## src/rtl/envelope_vca_pwm_if.sv

```systemverilog
// Sample/product handshake bundle between the oscillator/ADSR pair and the VCA.
// sample_valid/sample_ready: a sample transfers on any clock edge where both are high.
interface envelope_vca_pwm_if;
    logic [7:0] sample_in;
    logic       sample_valid;
    logic       sample_ready;
    logic [7:0] amplitude;
    logic [7:0] product_out;
    logic       product_valid;

    modport master (
        output sample_in,
        output sample_valid,
        output amplitude,
        input  sample_ready,
        input  product_out,
        input  product_valid
    );

    modport slave (
        input  sample_in,
        input  sample_valid,
        input  amplitude,
        output sample_ready,
        output product_out,
        output product_valid
    );
endinterface

```

## src/rtl/envelope_vca_pwm.sv

```systemverilog
// VCA: sequential shift-add sample*amplitude, result drives a double-buffered PWM DAC.
// Optional macro VCA_ROUND_EN selects round-half-up instead of truncation of the 16-bit product.
module envelope_vca_pwm #(
    parameter int PWM_BITS = 8
) (
    input  logic                clk,
    input  logic                rst,
    envelope_vca_pwm_if.slave   bus,
    output logic                pwm_out,
    output logic                busy,
    output logic [1:0]          dbg_state,
    output logic [15:0]         dbg_acc
);

    if (PWM_BITS != 8) begin : g_bad_cfg
        $error("envelope_vca_pwm: PWM_BITS must be 8");
    end

    typedef enum logic [1:0] {
        IDLE = 2'd0,
        MUL  = 2'd1,
        DONE = 2'd2
    } state_t;

    state_t                state_q, state_d;
    logic [15:0]           mcand_q, mcand_d;
    logic [7:0]            mplier_q, mplier_d;
    logic [15:0]           acc_q, acc_d;
    logic [2:0]            bit_cnt_q, bit_cnt_d;
    logic [7:0]            product_q, product_d;
    logic                  product_valid_q, product_valid_d;
    logic [7:0]            shadow_q, shadow_d;
    logic [7:0]            active_q, active_d;
    logic [PWM_BITS-1:0]   pwm_cnt_q, pwm_cnt_d;
    logic                  pwm_q, pwm_d;
    logic [7:0]            result;

`ifdef VCA_ROUND_EN
    // Max product 65025 + 128 still fits in 16 bits, so no carry is lost.
    logic [15:0] rounded;
    assign rounded = acc_q + 16'd128;
    assign result  = rounded[15:8];
`else
    assign result  = acc_q[15:8];
`endif

    always_comb begin
        state_d         = state_q;
        mcand_d         = mcand_q;
        mplier_d        = mplier_q;
        acc_d           = acc_q;
        bit_cnt_d       = bit_cnt_q;
        product_d       = product_q;
        product_valid_d = 1'b0;
        shadow_d        = shadow_q;

        case (state_q)
            IDLE: begin
                if (bus.sample_valid) begin
                    mcand_d   = {8'd0, bus.sample_in};
                    mplier_d  = bus.amplitude;
                    acc_d     = 16'd0;
                    bit_cnt_d = 3'd0;
                    state_d   = MUL;
                end
            end
            MUL: begin
                if (mplier_q[0]) begin
                    acc_d = acc_q + mcand_q;
                end
                mcand_d   = mcand_q << 1;
                mplier_d  = mplier_q >> 1;
                bit_cnt_d = bit_cnt_q + 3'd1;
                if (bit_cnt_q == 3'd7) begin
                    state_d = DONE;
                end
            end
            DONE: begin
                product_d       = result;
                product_valid_d = 1'b1;
                shadow_d        = result;
                state_d         = IDLE;
            end
            default: state_d = IDLE;
        endcase

        // Active duty only changes at the period boundary; a same-cycle shadow write waits a period.
        pwm_cnt_d = pwm_cnt_q + PWM_BITS'(1);
        active_d  = (pwm_cnt_q == '1) ? shadow_q : active_q;
        pwm_d     = (pwm_cnt_q < active_q);
    end

    always_ff @(posedge clk or posedge rst) begin
        if (rst) begin
            state_q         <= IDLE;
            mcand_q         <= 16'd0;
            mplier_q        <= 8'd0;
            acc_q           <= 16'd0;
            bit_cnt_q       <= 3'd0;
            product_q       <= 8'd0;
            product_valid_q <= 1'b0;
            shadow_q        <= 8'd0;
            active_q        <= 8'd0;
            pwm_cnt_q       <= '0;
            pwm_q           <= 1'b0;
        end else begin
            state_q         <= state_d;
            mcand_q         <= mcand_d;
            mplier_q        <= mplier_d;
            acc_q           <= acc_d;
            bit_cnt_q       <= bit_cnt_d;
            product_q       <= product_d;
            product_valid_q <= product_valid_d;
            shadow_q        <= shadow_d;
            active_q        <= active_d;
            pwm_cnt_q       <= pwm_cnt_d;
            pwm_q           <= pwm_d;
        end
    end

    assign bus.sample_ready  = (state_q == IDLE);
    assign bus.product_out   = product_q;
    assign bus.product_valid = product_valid_q;
    assign pwm_out           = pwm_q;
    assign busy              = (state_q != IDLE);
    assign dbg_state         = state_q;
    assign dbg_acc           = acc_q;

endmodule

```

## src/flat_wrapper.sv

```systemverilog
// flat-port wrapper written by rule: the top's interface ports become plain ports
module envelope_vca_pwm_flat 
#(
    parameter int PWM_BITS = 8
)
  (clk, rst, pwm_out, busy, dbg_state, dbg_acc, bus_sample_in, bus_sample_valid, bus_amplitude, bus_sample_ready, bus_product_out, bus_product_valid);
  envelope_vca_pwm_if bus_i ();
  input  logic clk;
  input  logic rst;
  output logic pwm_out;
  output logic busy;
  output logic [1:0] dbg_state;
  output logic [15:0] dbg_acc;
  input wire logic [$bits(bus_i.sample_in)-1:0] bus_sample_in;
  input wire logic [$bits(bus_i.sample_valid)-1:0] bus_sample_valid;
  input wire logic [$bits(bus_i.amplitude)-1:0] bus_amplitude;
  output wire logic [$bits(bus_i.sample_ready)-1:0] bus_sample_ready;
  output wire logic [$bits(bus_i.product_out)-1:0] bus_product_out;
  output wire logic [$bits(bus_i.product_valid)-1:0] bus_product_valid;
  assign bus_i.sample_in = bus_sample_in;
  assign bus_i.sample_valid = bus_sample_valid;
  assign bus_i.amplitude = bus_amplitude;
  assign bus_sample_ready = bus_i.sample_ready;
  assign bus_product_out = bus_i.product_out;
  assign bus_product_valid = bus_i.product_valid;
  envelope_vca_pwm #(.PWM_BITS(PWM_BITS)) u_core (.clk(clk), .rst(rst), .bus(bus_i), .pwm_out(pwm_out), .busy(busy), .dbg_state(dbg_state), .dbg_acc(dbg_acc));
endmodule
```

## config.mk

```make
export PLATFORM = sky130hd
export DESIGN_NAME = envelope_vca_pwm_flat
export DESIGN_NICKNAME = d
export VERILOG_FILES = /design/src/rtl/envelope_vca_pwm_if.sv /design/src/rtl/envelope_vca_pwm.sv /design/src/flat_wrapper.sv
export SDC_FILE = /design/constraint.sdc
export NUM_CORES = 1
export LEC_CHECK = 0
export CORE_AREA = 8 8 82 113
export CTS_CLUSTER_SIZE = 16
export DETAILED_ROUTE_END_ITERATION = 6
export DIE_AREA = 0 0 90 121
export GPL_TIMING_DRIVEN = 0
export PLACE_DENSITY = 0.74
export SLEW_MARGIN = 20
export SYNTH_ARGS = -nofsm -noshare
export SYNTH_HDL_FRONTEND = slang
export SYNTH_SLANG_ARGS = --single-unit
```

## constraint.sdc

```tcl
create_clock -name clk -period 3 [get_ports clk]
set_input_delay 0.75 -clock clk [delete_from_list [all_inputs] [get_ports clk]]
set_output_delay 0.75 -clock clk [all_outputs]
set_load 0.02 [all_outputs]
```

# Word-level counts from Yosys, hierarchy flattened
# Index checks and enable logic that the tools add are counted.
word_totals:
  register_bits: 71
  input_bits: 19
op_classes:
  n_eq_ne: 7
  muxes: 13
  n_addsub: 3
  reduce_logical: 6
  magnitude_cmp: 1
op_table:
  columns: ["op", "n"]
  rows:
  - ["$pmux W16 S2", 2]
  - ["$mux W16", 3]
  - ["$add A16 B16 Y16", 1]
  - ["$pmux W8 S2", 1]
  - ["$add A8 B1 Y8 const B", 1]
  - ["$eq A8 B8 Y1 const B", 1]
  - ["$lt A8 B8 Y1", 1]
  - ["$mux W8", 1]
  - ["$pmux W3 S2", 1]
  - ["$mux W2", 2]
  - ["$ne A2 B1 Y1 const B", 2]
  - ["$pmux W2 S2", 1]
  - ["$reduce_and A2 Y1", 2]
  - ["$reduce_bool A2 Y1", 2]
  - ["$add A3 B1 Y3 const B", 1]
  - ["$eq A3 B3 Y1 const B", 1]
  - ["$mux W3", 1]
  - ["$reduce_and A3 Y1", 1]
  - ["$eq A2 B1 Y1 const B", 1]
  - ["$eq A2 B2 Y1 const B", 1]
  - ["$logic_not A2 Y1", 1]
  - ["$ne A2 B2 Y1 const B", 1]
  - ["$mux W1", 1]

# Depth between registers and ports, before layout
logic_depth:
  word_depth: 3
  ltp_mapped: 10

# Worst setup path after synthesis
# Ideal clock, no wire load.
synth_path:
  path_kind: "reg-to-reg"
  startpoint: "register u_core.acc_q[0] (netlist: u_core.dbg_acc[0])"
  endpoint: "register u_core.acc_q[12] (netlist: u_core.dbg_acc[12])"
  path_buffers: 0
  setup_slack_ps: 773
  synth_period_minus_slack_ps: 2227
  arrival_ps: 2094
  stages_incl_launch_ff: 11
  path_cell_list: "dfrtp_1 ha_1 inv_1 fa_1 nor2b_1 o31a_2 o31ai_4 a21oi_2 a221oi_2 xor2_1 o21ai_0"
synth_via:
  elab_chain_len: 3
synth_lines:
  columns: ["item", "line", "text"]
  rows:
  - ["start, declared", "envelope_vca_pwm.sv:28", "logic [15:0] acc_q, acc_d;"]
  - ["start signal, assigned", "envelope_vca_pwm.sv:98", "acc_q <= 16'd0;"]
  - ["start signal, assigned", "envelope_vca_pwm.sv:110", "acc_q <= acc_d;"]
  - ["$add A16 B16 Y16", "envelope_vca_pwm.sv:69", "acc_d = acc_q + mcand_q;"]
  - ["$mux W16", "envelope_vca_pwm.sv:68", "if (mplier_q[0]) begin"]
  - ["$pmux W16 S2", "envelope_vca_pwm.sv:57", "case (state_q)"]
# No other way between the ends. The select of a mux whose other input is x is not followed.
# A chain may end at the register's enable or synchronous reset.

# Worst setup path in the final report
layout_path:
  startpoint: "register u_core.acc_q[0] (netlist: u_core.dbg_acc[0])"
  endpoint: "register u_core.acc_q[14] (netlist: u_core.dbg_acc[14])"
# The elaborated chain is that of the path after synthesis.

==> key figures <==
Floorplan
  – Chip width: 90 microns
  – Die area: 0.01089 sq mm
  – Core box area: 0.007607 sq mm
  – Die H: 121 microns
  – Cell Rows: 38
  – Initial core utilization: 0.4829
  – Ports: 49

Drt
  – Via count: 2,873
  – WL/cell: 15.29 microns
  – Residual DRC count: 0
  – Final ANT Viol Nets: 0
  – Pre-Repair DR Iteration Count: 4
  – Vias per inst: 5.421
  – Initial drt markers: 103
  – Final WL: 8103 microns

CTS
  – # hold bufs at CTS: 0
  – Setup Buffers After CTS: 0
  – Clk_lat worst skew: 0.35 ns
  – CTS tree: done
  – CTS clk-pin slew, worst paths: 0.09 ns
  – CTS Buffer Depth: 2
  – Root Buffer: clkbuf_8
  – TritonCTS sink count: 71
  – Post-CTS Resized: 0
  – Clock buffer count from CTS: 9
  – H-tree levels: 3

Timing
  – Worst Tran Pin Value: 0.6138 ns
  – Fin. Hold Viols: 0
  – Setup TNS: 0 ns
  – Fmax: 0.4101 GHz
  – Slew Limit Fails: 0
  – Relative slew margins: 0.5908
  – Finish-stage setup viols: 0
  – RSZ-0062 raised after global routing: false
  – Skew final: 0.01432 ns
  – Min Tclk post-route: 2.438 ns
  – Final worst path period share: 0.8127

Synthesis
  – Largest area contributor in the netlist: dfrtp_1
  – Top cell type's share of synthesized area: 0.4837
  – Dominant synthesized flop cell: dfrtp_1
  – Sequential fraction of the synthesis area: 0.4837
  – Synth Warn #: 0
  – Yosys cell types: 46
  – EDFF count, synth: 0
  – Cells after Synth: 365
  – Post-Syn Area: 0.003674 sq mm
  – Most common library cells after synthesis: 71 x dfrtp_1, 65 x nand2_1, 45 x o21ai_0
  – Syn avg cell area: 10.06 sq um
  – #FFs+latches synth: 71
  – Top post-synthesis cells by area: dfrtp_1 48%, ha_1 8.5%, nand2_1 6.6%
  – Syn Nets: 410
  – Most frequent cell after synthesis: dfrtp_1
  – Async set-reset flop share out of synthesis: 1.000

Worst hold path
  – HP Start: u_core.mplier_q[4]$_DFFE_PP0P_
  – Hold worst-path end: u_core.mplier_q[3]$_DFFE_PP0P_
  – HP Class: flop to flop
  – Min-Delay Path Depth: 2

Critical path
  – Worst path top cell family by delay: adder cells
  – Critical Path RT: 3.27 ns
  – Crit-path slowest cell: dfrtp_1
  – Worst reg2reg endpoint: u_core.dbg_acc[14]$_DFFE_PP0P_
  – Crit path max fanout: 3
  – Worst R2R Start: u_core.dbg_acc[0]$_DFFE_PP0P_
  – Kind of critical path: flop to flop
  – R2R cell count: 10
  – CP Cell Sequence: ha_1 -> inv_1 -> fa_1 -> nor2b_1 -> o31a_2 -> o31ai_4 -> nor4_1 -> a211oi_1 -> xor2_1 -> o21ai_1
  – Worst Setup End Kind: flop
  – Flop2flop setup slack: 0.56 ns
  – CP arrival: 2.71 ns
  – WP buf/inv: 1
  – Startpoint types: flop
  – CP startpoint: u_core.dbg_acc[0]$_DFFE_PP0P_
  – Largest stage delay, worst path: 0.41 ns

Global routing
  – GRT Total Usage: 0.1606
  – Vias in the first global route: 3,089
  – Total gr overflow: 0
  – First-pass GRT wire length: 14,350 microns
  – Antenna violations before repair: 0
  – Pin count of the biggest net entering global routing: 55

Pwr
  – Power Density: 907.5 mW/mm^2
  – Worst VDD drop: 0.6251 mV
  – Leakage power: 0.002146 uW

Status
  – Status: finished, final reports clean

Run
  – Max-cap viol count: 0

Placed design
  – Hpwl dp: 6237 microns
  – Buffers on Ports: 48
  – GPL Wtd Cong: 0.8575
  – Placed insts: 514

Finish
  – Nets@finish: 470
  – Layout cells sized above 1: 0.08837
  – Layout area overhead: 23.94%
  – Antenna Cells: 0
  – Non-Filler Instances: 530
[layout by cell type (no fill, tap or decap), drive strengths merged, types with 2 or more instances in the layout]
cell	synthesis	layout
a21o	8	8
a211oi	3	3
nand3	17	17
xor2	6	6
o21ai	48	48
nand2	65	65
dfrtp	71	71
and2	3	3
nor2b	3	3
mux2	9	9
clkdlybuf4s50	0	48
inv	17	18
nand2b	3	3
a32o	2	2
clkinv	0	2
clkbuf	14	23
ha	25	25
nor2	9	9
bufinv	0	3
a21oi	9	9
a31oi	2	2
and3	2	2
buf	4	5
o21a	4	4
xnor2	10	10
mux2i	14	14
[worst register-to-register path, stage by stage (launching register included)]
cell	delay [ns]
dfrtp_1	0.41
ha_1	0.25
inv_1	0.08
fa_1	0.38
nor2b_1	0.21
o31a_2	0.21
o31ai_4	0.08
nor4_1	0.35
a211oi_1	0.12
xor2_1	0.16
o21ai_1	0.13
[per-stage QoR]
| step | instance area (sq um) | worst slack [ns] | utilization | hold slack [ns] | power, uW |
|---|---|---|---|---|---|
| after floorplan | 3674 | 0.4534 | - | 0.4495 | 2579 |
| after global placement | 4279 | -0.7298 | 0.5625 | 0.4593 | 3168 |
| after detailed placement | 4309 | 0.5956 | 0.5664 | 0.4781 | 3238 |
| after CTS | 4553 | 0.5629 | 0.5985 | 0.4962 | 4168 |
| after global routing | 4553 | 0.3974 | 0.5985 | 0.5303 | 4426 |
| final | 4553 | 0.5618 | 0.5985 | 0.4938 | 4132 |
[worst max path at each step]
stage,to,depth (start not counted)
finish,u_core.dbg_acc[14]$_DFFE_PP0P_,10
floorplan,u_core.active_q[0]$_DFFE_PP0N_,1
CTS,u_core.dbg_acc[14]$_DFFE_PP0P_,10
global route,u_core.dbg_acc[14]$_DFFE_PP0P_,10
global placement,u_core.mplier_q[5]$_DFFE_PP0P_,2
detailed placement,u_core.dbg_acc[14]$_DFFE_PP0P_,10
[where the power goes]
part | leakage [uW] | switching [uW] | total, uW | internal, uW
clock | 0.000120 | 368 | 923 | 555
combinational | 0.00110 | 976 | 1740 | 766
sequential | 0.000925 | 240 | 1470 | 1230
total | 0.00215 | 1580 | 4130 | 2550
[kinds of logic (layout without fill, tap and decap cells)]
family | after synthesis | count (layout) | synth area share
mux | 23 | 23 | 0.06574
flops | 71 | 71 | 0.4837
compound gates | 86 | 86 | 0.1509
buf+inv | 35 | 100 | 0.04223
xor+xnor | 16 | 16 | 0.03815
fa+ha+maj | 26 | 26 | 0.09060
simple gates | 108 | 108 | 0.1287
[cell type report]
type / count / area (sq um)
Clock inverter: 7 / 120.1
Inverter: 17 / 66.31
Sequential cell: 71 / 1777
Clock buffer: 9 / 123.9
Fill cell: 674 / 3054
Tap cell: 100 / 125.1
Multi-Input combinational cell: 259 / 1742
Buffer: 18 / 91.34
Timing Repair Buffer: 49 / 508.0
[state kept, by name, summed over array words and instances (netlist names)]
| signal | cells |
|---|---|
| u_core.dbg_state | 2 |
| u_core.active_q | 8 |
| u_core.dbg_acc | 16 |
| u_core.bit_cnt_q | 3 |
| u_core.mcand_q | 16 |
| u_core.pwm_cnt_q | 8 |
| u_core.pwm_out | 1 |
| u_core.bus.product_valid | 1 |
| u_core.bus.product_out | 8 |
| u_core.mplier_q | 8 |
[metal layers]
layer  GRT usage  vias up  wire [microns]
li1            -     1388               -
met1      0.1713     1390            3274
met2      0.2825       72            4206
met3     0.04830       23             345
met4     0.08150        0             276
met5           0        -               0
No activity file was read; power rests on OpenSTA's default activity.
==> variant (same flow settings) <==
Reset style: synchronous (`rst`), changed in one clocked block.
--- a/src/rtl/envelope_vca_pwm.sv
+++ b/src/rtl/envelope_vca_pwm.sv
@@ -90,7 +90,7 @@
         pwm_d     = (pwm_cnt_q < active_q);
     end
 
-    always_ff @(posedge clk or posedge rst) begin
+    always_ff @(posedge clk) begin
         if (rst) begin
             state_q         <= IDLE;
             mcand_q         <= 16'd0;
Formal check against the unedited RTL: differs if rst is asserted again (counterexample within 4 cycles, from zero or initial values and one cycle with rst high); with rst held inactive, the same outputs for 4 cycles.
==> variant against the original RTL <==
Design area down 4.0%; sequential cell count unchanged; utilization down 2.4 points; global-route usage up 0.22 points; area after synthesis down 4.0%; sequential share of layout area down 6.5 points; maximum frequency down 0.44%; setup slack worse by 0.011 ns; count of clock-buffer cells in the layout up 4; routed wire length up 5.8%; first-iteration DRC count up 19%; critical path type is now flop to primary output; largest cell class is now multi-input gates.
Power is not compared: it rests on default switching activity, and its combinational part moved more than twofold at a synthesized area within 25%.
==> variant: results (changes against the original RTL) <==
[grt]
grt_first_pass_wirelength_um=14700  ; was 14,350 um
grtUsageTotal_pct=16.28  ; was 16.06%
grt_pass1_vias=3112  ; was 3,089
grt_max_degree=12  ; was 55

[finish]
multi_input_area_share_pct=45.19  ; was 38.25%
finalNonFillerCells=574  ; was 530
final_nets=514  ; was 470
clkCellAreaFrac_pct=5.467  ; was 5.359%
area_share_nonclk_buffers_pct=13.02  ; was 13.16%
regArea_mm2=0.001421  ; was 0.001777 mm^2
drive_above_1_share_pct=5.907  ; was 8.837%
buffers=70  ; was 67
nClkBuffers=13  ; was 9
inv_count=11  ; was 17
multi_input_cells=306  ; was 259

[logic_synthesis]
synth_common_cells=dfxtp_1 (71), nand2_1 (59), nor2_1 (59)  ; was dfrtp_1 (71), nand2_1 (65), o21ai_0 (45)
synth_top_flop_cell=dfxtp_1  ; was dfrtp_1
synthArstFlopShare_pct=0  ; was 100.0%
synth_xor_area_share_pct=4.470  ; was 3.815%
synth_seq_area_share_pct=40.30  ; was 48.37%
synth_cells=410  ; was 365
synth_compound_area_share_pct=21.11  ; was 15.09%

[routing]
first_iter_violations=123  ; was 103
totalWireLength_um=8577  ; was 8103 um

[place]
dp.cells=558  ; was 514
hpwl_um=6574  ; was 6237 um
dpl_cell_area_mm2=0.004133  ; was 0.004309 mm^2
gp_congestion=0.8459  ; was 0.8575

[clocking]
clk_pin_slew_worst_paths_ns=0.07  ; was 0.09 ns

[critical_path]
slowest_stage=clkdlybuf4s50_1  ; was dfrtp_1
regToRegSetupSlack_ns=0.65  ; was 0.56 ns
worstReg2RegEnd=u_core.dbg_acc[14]  ; unchanged
worstReg2RegStart=u_core.mcand_q[0]  ; was u_core.dbg_acc[0]
max_stage_delay_ns=0.64  ; was 0.41 ns
crit_path_end=bus_sample_ready  ; was u_core.dbg_acc[14]
crit_arrival_ns=1.70  ; was 2.71 ns
rr_worst_depth=9  ; was 10
critPathMaxFanout=10  ; was 3

[run_status]
status=completed  ; unchanged

[min_path]
holdPathEnd=u_core.pwm_cnt_q[0]  ; was u_core.mplier_q[3]
holdCritStartpoint=u_core.pwm_cnt_q[0]  ; was u_core.mplier_q[4]

[sta]
finClkSkew_ns=0.01047  ; was 0.01432 ns

variant: changes by cell type in the layout (fill, tap and decap cells not counted), sizes merged, moves of 7 or more:
cell    delta
dfxtp     +71
a22oi     +10
nand3     -12
dfrtp     -71
mux2       -9
nor2      +51
xor2       +7
a21oi     +22
o21ai     -37
a311oi    +13
inv        -7
a22o       +7
variant: stage by stage:
stage | hold WS, ns | setup slack [ns] | util (%) | total power [mW]
floorplan | 0.4255 | 0.8481 | - | 1.152
global placement | 0.4460 | 0.5085 | 54.33 | 1.230
detailed placement | 0.4544 | 0.5308 | 54.33 | 1.235
CTS | 0.4692 | 0.5420 | 57.47 | 2.152
global route | 0.5002 | 0.4676 | 57.47 | 2.220
finish | 0.4666 | 0.5512 | 57.47 | 2.140
variant: layer usage:
metal  GRT usage (%)  share of wire, %
met1           16.75                42
met2           31.12                53
met3           4.025               3.6
met4           5.747               1.2
met5               0                 0
